`config.mk`:
```
export PLATFORM = sky130hd
export DESIGN_NAME = cpu_trace_capture
export DESIGN_NICKNAME = d
export VERILOG_FILES = /design/src/rtl/cpu_trace_capture_pkg.sv /design/src/rtl/cpu_trace_capture_ram.sv /design/src/rtl/cpu_trace_capture.sv
export SDC_FILE = /design/constraint.sdc
export NUM_CORES = 1
export LEC_CHECK = 0
export CELL_PAD_IN_SITES_DETAIL_PLACEMENT = 1
export CELL_PAD_IN_SITES_GLOBAL_PLACEMENT = 2
export CORE_MARGIN = 2
export CORE_UTILIZATION = 48
export CTS_BUF_LIST = sky130_fd_sc_hd__clkbuf_2
export DETAILED_ROUTE_END_ITERATION = 10
export PLACE_DENSITY_LB_ADDON = 0.1
export SYNTH_ARGS = -nofsm -noshare
export SYNTH_HDL_FRONTEND = slang
export SYNTH_SLANG_ARGS = --single-unit
```
`constraint.sdc`:
```
create_clock -name clk -period 6.7 [get_ports clk]
set_input_delay 1.34 -clock clk [delete_from_list [all_inputs] [get_ports clk]]
set_output_delay 1.34 -clock clk [all_outputs]
set_load 0.01 [all_outputs]
```
`src/rtl/cpu_trace_capture_pkg.sv`:
```
// Shared encodings and default widths for the CPU trace capture block.
package cpu_trace_capture_pkg;

  typedef enum logic [1:0] {
    ST_IDLE  = 2'd0,
    ST_ARMED = 2'd1,
    ST_POST  = 2'd2,
    ST_DONE  = 2'd3
  } state_t;

  localparam logic [1:0] MODE_ALL  = 2'd0;
  localparam logic [1:0] MODE_CHG  = 2'd1;
  localparam logic [1:0] MODE_DISP = 2'd2;

  localparam int DEF_DATA_W = 8;
  localparam int DEF_ADDR_W = 4;
  localparam int DEF_CTRL_W = 16;
  localparam int DEF_DEPTH  = 16;
  localparam int DEF_TS_W   = 16;

endpackage

```
`src/rtl/cpu_trace_capture_ram.sv`:
```
// Trace storage: one synchronous write port, one asynchronous read port.
module cpu_trace_capture_ram #(
  parameter int DEPTH   = 16,
  parameter int ENTRY_W = 46,
  parameter int PTR_W   = $clog2(DEPTH)
) (
  input  logic               clk,
  input  logic               we,
  input  logic [PTR_W-1:0]   waddr,
  input  logic [ENTRY_W-1:0] wdata,
  input  logic [PTR_W-1:0]   raddr,
  output logic [ENTRY_W-1:0] rdata
);

  logic [ENTRY_W-1:0] mem [DEPTH];

  always_ff @(posedge clk) begin
    if (we) mem[waddr] <= wdata;
  end

  assign rdata = mem[raddr];

endmodule

```
`src/rtl/cpu_trace_capture.sv`:
```
// Snoops CPU bus/control/address/flags into a timestamped ring buffer,
// stops a programmable number of samples after a masked trigger, then drains.
module cpu_trace_capture
  import cpu_trace_capture_pkg::*;
#(
  parameter int DATA_W = DEF_DATA_W,
  parameter int ADDR_W = DEF_ADDR_W,
  parameter int CTRL_W = DEF_CTRL_W,
  parameter int DEPTH  = DEF_DEPTH,
  parameter int TS_W   = DEF_TS_W,
  localparam int PTR_W   = $clog2(DEPTH),
  localparam int ENTRY_W = TS_W + CTRL_W + DATA_W + ADDR_W + 2
) (
  input  logic               clk,
  input  logic               clr,
  input  logic               arm,
  input  logic [1:0]         mode,
  input  logic [CTRL_W-1:0]  trig_mask,
  input  logic [CTRL_W-1:0]  trig_value,
  input  logic [PTR_W:0]     post_count,
  input  logic [DATA_W-1:0]  bus,
  input  logic [ADDR_W-1:0]  mem_address_data,
  input  logic [CTRL_W-1:0]  ctrl_state,
  input  logic [DATA_W-1:0]  display_data,
  input  logic               ovf,
  input  logic               zf,
  output logic [1:0]         state,
  output logic               triggered,
  output logic               wrapped,
  output logic [PTR_W:0]     count,
  output logic               rd_valid,
  input  logic               rd_ready,
  output logic [ENTRY_W-1:0] rd_data
);

  localparam int SNAP_W = ENTRY_W - TS_W;

  state_t             st;
  logic [PTR_W-1:0]   wr_ptr, rd_ptr, remaining, post_clamped;
  logic [PTR_W:0]     cnt;
  logic [TS_W-1:0]    ts;
  logic               first;
  logic [DATA_W-1:0]  disp_prev;
  logic [SNAP_W-1:0]  snap, last_snap;
  logic               capturing, qual, sample, trig_hit, pop;

  assign snap      = {ctrl_state, bus, mem_address_data, ovf, zf};
  assign capturing = (st == ST_ARMED) || (st == ST_POST);
  assign trig_hit  = ((ctrl_state ^ trig_value) & trig_mask) == '0;
  assign pop       = rd_valid && rd_ready;

  // DEPTH is a power of two, so DEPTH-1 is all ones in PTR_W bits.
  assign post_clamped = (post_count > (PTR_W+1)'(DEPTH - 1)) ? '1 : post_count[PTR_W-1:0];

  always_comb begin
    qual = 1'b1;
    case (mode)
      MODE_ALL:  qual = 1'b1;
      MODE_CHG:  qual = first || (snap != last_snap);
      MODE_DISP: qual = display_data != disp_prev;
      default:   qual = 1'b1;
    endcase
  end

  assign sample = capturing && qual;

  always_ff @(posedge clk or negedge clr) begin
    if (!clr) begin
      st        <= ST_IDLE;
      wr_ptr    <= '0;
      rd_ptr    <= '0;
      cnt       <= '0;
      ts        <= '0;
      remaining <= '0;
      triggered <= 1'b0;
      wrapped   <= 1'b0;
      first     <= 1'b0;
    end else if (arm) begin
      st        <= ST_ARMED;
      wr_ptr    <= '0;
      rd_ptr    <= '0;
      cnt       <= '0;
      ts        <= '0;
      triggered <= 1'b0;
      wrapped   <= 1'b0;
      first     <= 1'b1;
    end else begin
      if (capturing) ts <= ts + 1'b1;
      if (sample) begin
        wr_ptr <= wr_ptr + 1'b1;
        first  <= 1'b0;
        // A full buffer drops its oldest entry to make room.
        if (!cnt[PTR_W]) begin
          cnt <= cnt + 1'b1;
        end else begin
          rd_ptr  <= rd_ptr + 1'b1;
          wrapped <= 1'b1;
        end
        if (st == ST_ARMED && trig_hit) begin
          triggered <= 1'b1;
          remaining <= post_clamped;
          st        <= (post_clamped == '0) ? ST_DONE : ST_POST;
        end else if (st == ST_POST) begin
          remaining <= remaining - 1'b1;
          if (remaining == PTR_W'(1)) st <= ST_DONE;
        end
      end
      if (pop) begin
        rd_ptr <= rd_ptr + 1'b1;
        cnt    <= cnt - 1'b1;
      end
    end
  end

  always_ff @(posedge clk or negedge clr) begin
    if (!clr) disp_prev <= '0;
    else      disp_prev <= display_data;
  end

  // Change-mode reference; the first-sample flag covers its undefined value.
  always_ff @(posedge clk) begin
    if (sample) last_snap <= snap;
  end

  cpu_trace_capture_ram #(
    .DEPTH   (DEPTH),
    .ENTRY_W (ENTRY_W),
    .PTR_W   (PTR_W)
  ) u_ram (
    .clk   (clk),
    .we    (sample),
    .waddr (wr_ptr),
    .wdata ({ts, snap}),
    .raddr (rd_ptr),
    .rdata (rd_data)
  );

  assign state    = st;
  assign count    = cnt;
  assign rd_valid = (st == ST_DONE) && (cnt != '0);

endmodule

```
### After elaboration in Yosys (flattened, before gate mapping)

Memory sizes are Yosys's and may differ from the RTL's.
Cells that the tools add are included.

* bits in registers: 76
* bits in writable memories: 736
* input port bits: 81
* output and inout bits: 56
* word-level logic and storage cells: 88
* memories kept: 1

Memory list
* u_ram.mem: words 16, bits a word 46, read ports 1, clocked after Yosys merged registers in 0, write ports 1, RTL line cpu_trace_capture_ram.sv:15 `logic [ENTRY_W-1:0] mem [DEPTH];`

* $add $sub $neg: 6
* $lt $le $gt $ge: 1
* equality and inequality tests: 9
* multiplexer cells: 32
* bitwise logic cells: 3
* reductions and logical operators: 24

Operators by type and width (count)
* $mux W4: 9
* $mux W16: 2
* $ne A30 B30 Y1: 1
* $mux W5: 4
* $add A16 B1 Y16 const B: 1
* $and A16 B16 Y16: 1
* $logic_not A16 Y1: 1
* $xor A16 B16 Y16: 1
* $reduce_bool A3 Y1: 4
* $mux W1: 11
* $mux W2: 5
* $reduce_bool A2 Y1: 5
* $add A4 B1 Y4 const B: 2
* $ne A8 B8 Y1: 1
* $reduce_and A2 Y1: 4
* $eq A2 B2 Y1 const B: 3
* $reduce_and A3 Y1: 2
* $add A5 B1 Y5 const B: 1
* $gt A5 B4 Y1 const B: 1
* $reduce_bool A5 Y1: 1
* $sub A5 B1 Y5 const B: 1
* $eq A2 B1 Y1 const B: 2
* $eq A4 B1 Y1 const B: 1
* $logic_and A1 B1 Y1: 4
* 6 further kinds: 7

### Logic depth before layout (Yosys ltp)

* depth after elaboration: 7
* mapped depth: 10
* depth with buffers taken out: 8

### Hierarchy

From an unflattened synthesis, not the netlist that was laid out.

* cell total of the unflattened synthesis: 1495
* area, all modules: 31511.5 µm²

By module, submodules not included
* cpu_trace_capture_ram: instances 1, cells each 1145, area an instance 27572.7 µm², sequential area each 22101.2 µm²
* cpu_trace_capture: instances 1, cells each 350, area an instance 3938.8 µm², sequential area each 2052.0 µm²

### Least setup slack after synthesis

No wires, ideal clock.

* kind: input port to flip-flop
* from: input mode[0]
* to: memory u_ram.mem[2][0], enable pin
* library setup time: 506 ps
* arrival: 5931 ps
* data required time: 6194 ps
* path slack: 263 ps
* cell stages on the path: 9
* buffers on the path: 1
* path through: inv_1 > ha_1 > inv_1 > a21oi_1 > nor2_8 > inv_4 > buf_4 > nand2_1 > nor3_1

* word-level cells in the longest chain between the ends: 5
* elaborated cells between the ends (all ways): 6
* classes of those cells: 2 x eq/ne; 3 x mux; 1 x reduce/logical

Ends and longest elaborated chain
* start, declared: RTL line cpu_trace_capture.sv:17 `input logic [1:0] mode,`
* $eq A2 B2 Y1 / $eq A2 B1 Y1 (equally long branches): RTL line cpu_trace_capture.sv:57 `case (mode)`
* $pmux W1 S2 (*): RTL line cpu_trace_capture.sv:57
* $logic_and A1 B1 Y1 (*): RTL line cpu_trace_capture.sv:65 `assign sample = capturing && qual;`
* named net sample: RTL line cpu_trace_capture.sv:45 `logic capturing, qual, sample, trig_hit, pop;`
* $mux W1 (*): RTL line cpu_trace_capture_ram.sv:18 `if (we) mem[waddr] <= wdata;`
* $mux W1 (implied by the code) (*): RTL line cpu_trace_capture_ram.sv:18
* end, declared: RTL line cpu_trace_capture_ram.sv:15

Mark *: on every way through the listed nets, which the timed path passes. The rest lies on a longest branch.

### Worst setup path after layout

* from: register rd_ptr[2]
* to: output rd_data[45]

* word-level cells in the longest chain between the ends: 1

Ends and longest elaborated chain
* start, declared: RTL line cpu_trace_capture.sv:39 `logic [PTR_W-1:0] wr_ptr, rd_ptr, remaining, post_clamped;`
* start signal, assigned: RTL line cpu_trace_capture.sv:96 `rd_ptr <= rd_ptr + 1'b1;`
* start signal, assigned: RTL line cpu_trace_capture.sv:109 `rd_ptr <= rd_ptr + 1'b1;`
* $mem_v2 Z16 W46
* end, declared: RTL line cpu_trace_capture.sv:33 `output logic [ENTRY_W-1:0] rd_data`

Every way passes these cells.

==> impl_metrics.ini <==
[run_status]
status = finished, final reports clean

[cts]
post_cts_buffers = 0
cts_max_level = 4
root_buffer = clkbuf_2
numCtsBuffers = 198
cts_tree = done
cts.sinks = 812
insertion_delay_ps = 1360
clkSlewWorstSetupHoldPaths_ps = 100
cts.path.max_buffers = 3

[sta]
rsz0062_at_grt = no
setup_slack_ps = 437
slew_headroom_pct = 11.9
tns_ps = 0
hold_violations = 0
fmax_mhz = 160
fin_crit_sh_pct = 93.5
setup_viol = 0
slew_viol_final = 0
tightest_slew_ps = 1320
clock_skew_ps = 65.5
period_needed_ps = 6260

[drt]
via_per_inst = 5.72
dr.max_layer_used = met4
dr_wl_met3_microns = 3670
drc = 0
dr_total_vias = 17586
wl_per_cell_microns = 26.7
wirelength_microns = 82100
ant_nets = 0
drt_iter0_drc = 1288
detail_route.first_pass.iterations = 4
routed-wl-met2_microns = 41600
wl_met1_microns = 35500

[synth]
yosysWarnings = 0
synthXorXnorAreaFrac_pct = 1.91
synth_top_family_by_area = multiplexers
synth_edf_count = 766
synth-seq-cells = 812
synth.avg_cell_area_sq_um = 18.4
synth_mux_area_share_pct = 12.8
async_reset_ff_share_pct = 5.67
yosysTopAreaCell = edfxtp_1
yosys-top-cells-area = edfxtp_1 (72%), mux4_2 (6.5%), mux2i_1 (4.4%)
synth_top_area_share_pct = 71.7
seq_area_frac_synth_pct = 75.3
synthSimpleGateAreaFrac_pct = 2.59
synth_ff_type = edfxtp_1
synthDistinctLibCells = 48
synth-adder-area-share_pct = 0.585
syn_nets = 1834
synthCells = 1738
synth_compound_area_share_pct = 5.50
syn_area_sq_mm = 0.0321

[power]
peakVddDrop_uv = 163
sw_frac_of_total_pct = 24.7
seqPwrFrac_pct = 59.7
power.total_mw = 9.68
comb_power_share_pct = 7.0
power_frac_clock_pct = 33.3
p_switching_mw = 2.39
p_per_area_mw_per_mm2 = 264
p_int_mw = 7.29
leakagePower_nw = 12.1

[place]
dp.cells = 2720
portBuffers = 136
dp_slack_ps = 1180
dpl.hpwl_microns = 48400
gp_congestion = 0.790

[floorplanning]
die_y_microns = 262
die_x_microns = 262
pin_count = 137
std_cell_rows = 94
start_util_pct = 48.6
core_area_sq_mm = 0.0660
dieArea_sq_mm = 0.0689

[critical_path]
worstSetupPathType = register to output port
cpPeakStageDelay_ps = 1170
r2r_slack_ps = 2490
timing.rr.start = state[0]
reg2regPathDepth = 9
critPathRequiredTime_ps = 5360
crit_fanout = 50
cp_slowest_cell = nor2b_4
cp.arrival_ps = 4920
r2r_end = u_ram.mem[4][20]
critPathLaunchType = register
crit_chain = nor2b_4 > buf_12 > a221oi_1 > o21ai_0 > nand2_1 > clkdlybuf4s50_1
crit_path_end_kind = output port

[global_routing]
grt_usage_pct = 24.3
grt_first_pass_wirelength_microns = 123000
grt_overflow = 0
grt_max_degree = 88
grt_pass1_vias = 19143
grt_antenna_before_repair = 3

[layout]
most-common-layout-cells = edfxtp_1 (766), clkbuf_2 (295), mux2i_1 (142)
syn2layout_area_growth_pct = 14.5
fin_cells = 3075
num-fill-cells = 6079
nets = 2153
final_common_cell = edfxtp_1
layout-drive-gt1-share_pct = 25.4

[hold_path]
worstHoldPathCells = 1
hold_end = disp_prev[1]
holdCritStartpoint = display_data[1]
hold_path_class = input port to register

[run]
cap_violations = 0
-- cell usage after synthesis, types with 2 or more instances --
library cell and count:
inv_1 13, dfrtp_1 46, mux4_2 92, o21ai_0 101, and3_1 7, nand2b_1 8
mux2_2 49, buf_1 9, xnor2_1 43, nor3b_1 2, xor2_1 27, ha_1 15
or3_1 2, a221oi_1 47, nand2_1 64, nand4_1 11, a21o_1 2, nor2b_1 7
mux2i_1 142, nand3_1 11, a22oi_2 2, or4_1 2, nor2_1 50, edfxtp_1 766
a21oi_1 58, and2_1 2, clkbuf_1 51, nor3_1 8, o41ai_1 2, a22oi_1 52
mux2_1 4, buf_2 27
-- state kept, by name (all words and copies together) (netlist names) --
register and flops:
state 2, wr_ptr 4, ts 16, disp_prev 8
triggered 1, first 1, last_snap 30, remaining 4
count 5, wrapped 1, rd_ptr 4, u_ram.mem 736
-- per-stage QoR --
stage	utilization, %	area (sq um)	hold WS, ps
2_1_floorplan	-	32100	442
3_3_place_gp	52.9	34900	496
3_5_place_dp	52.9	34900	502
4_1_cts	55.6	36700	257
5_1_grt	55.6	36700	291
6_report	55.6	36700	463
-- layer usage --
metal / vias to the layer above / track usage, %
met5: - / 0
met4: 0 / 6.83
met3: 97 / 5.20
met2: 477 / 40.8
met1: 9287 / 32.3
li1: 7725 / -
-- worst max-delay path: cells and delay by family (launching register included) --
| kind | cells | cell delay (ps) |
|---|---|---|
| AND/OR/NAND/NOR | 2 | 1380 |
| AO/OA/AOI/OAI | 2 | 460 |
| flip-flops | 1 | 800 |
| buffers and inverters | 2 | 930 |
-- timing repair --
item	4_1_cts	5_1_grt
hold buffers	1	0
resized for setup	0	0
hold endpoints to repair	46	0
setup endpoints to repair	0	0
-- power groups by stage --
stage	combinational (mW)	sequential, mW	clock [mW]
after CTS	0.688	5.78	3.34
after global placement	0.670	5.88	0
after floorplan	0.291	5.88	0
after detailed placement	0.686	5.90	0
final	0.674	5.78	3.22
after global routing	0.727	5.80	3.59
-- area by class of cell --
type / count / area, sq um / share of cell area (%)
Sequential cell: 812 / 24200 / 65.8
Multi-Input combinational cell: 824 / 7610 / 20.7
Timing Repair Buffer: 207 / 2000 / 5.46
Clock buffer: 295 / 1480 / 4.02
Tap cell: 864 / 1080 / 2.94
Clock inverter: 56 / 313 / 0.852
Inverter: 14 / 55.1 / 0.150
Antenna cell: 3 / 7.51 / 0.0205
-- worst max path at each step --
stage | depth (start not counted) | end | from
4_1_cts | 6 | rd_data[45] | rd_ptr[2]
6_report | 6 | rd_data[45] | rd_ptr[2]
3_5_place_dp | 10 | u_ram.mem[4][32] | bus[7]
3_3_place_gp | 10 | u_ram.mem[5][31] | bus[2]
5_1_grt | 6 | rd_data[45] | rd_ptr[2]
2_1_floorplan | 9 | u_ram.mem[2][0] | mode[0]
-- cells by family (layout without fill, tap and decap cells) --
| group | after synthesis | after routing |
|---|---|---|
| DFF | 812 | 812 |
| muxes | 287 | 287 |
| xor gates and xnor gates | 70 | 70 |
| and+or+nand+nor | 178 | 178 |
| other | 0 | 3 |
| AOI/OAI and AO/OA | 274 | 274 |
| adders and majority gates | 15 | 15 |
| buffers and inverters | 102 | 572 |
No activity file was read; power rests on OpenSTA's default activity.
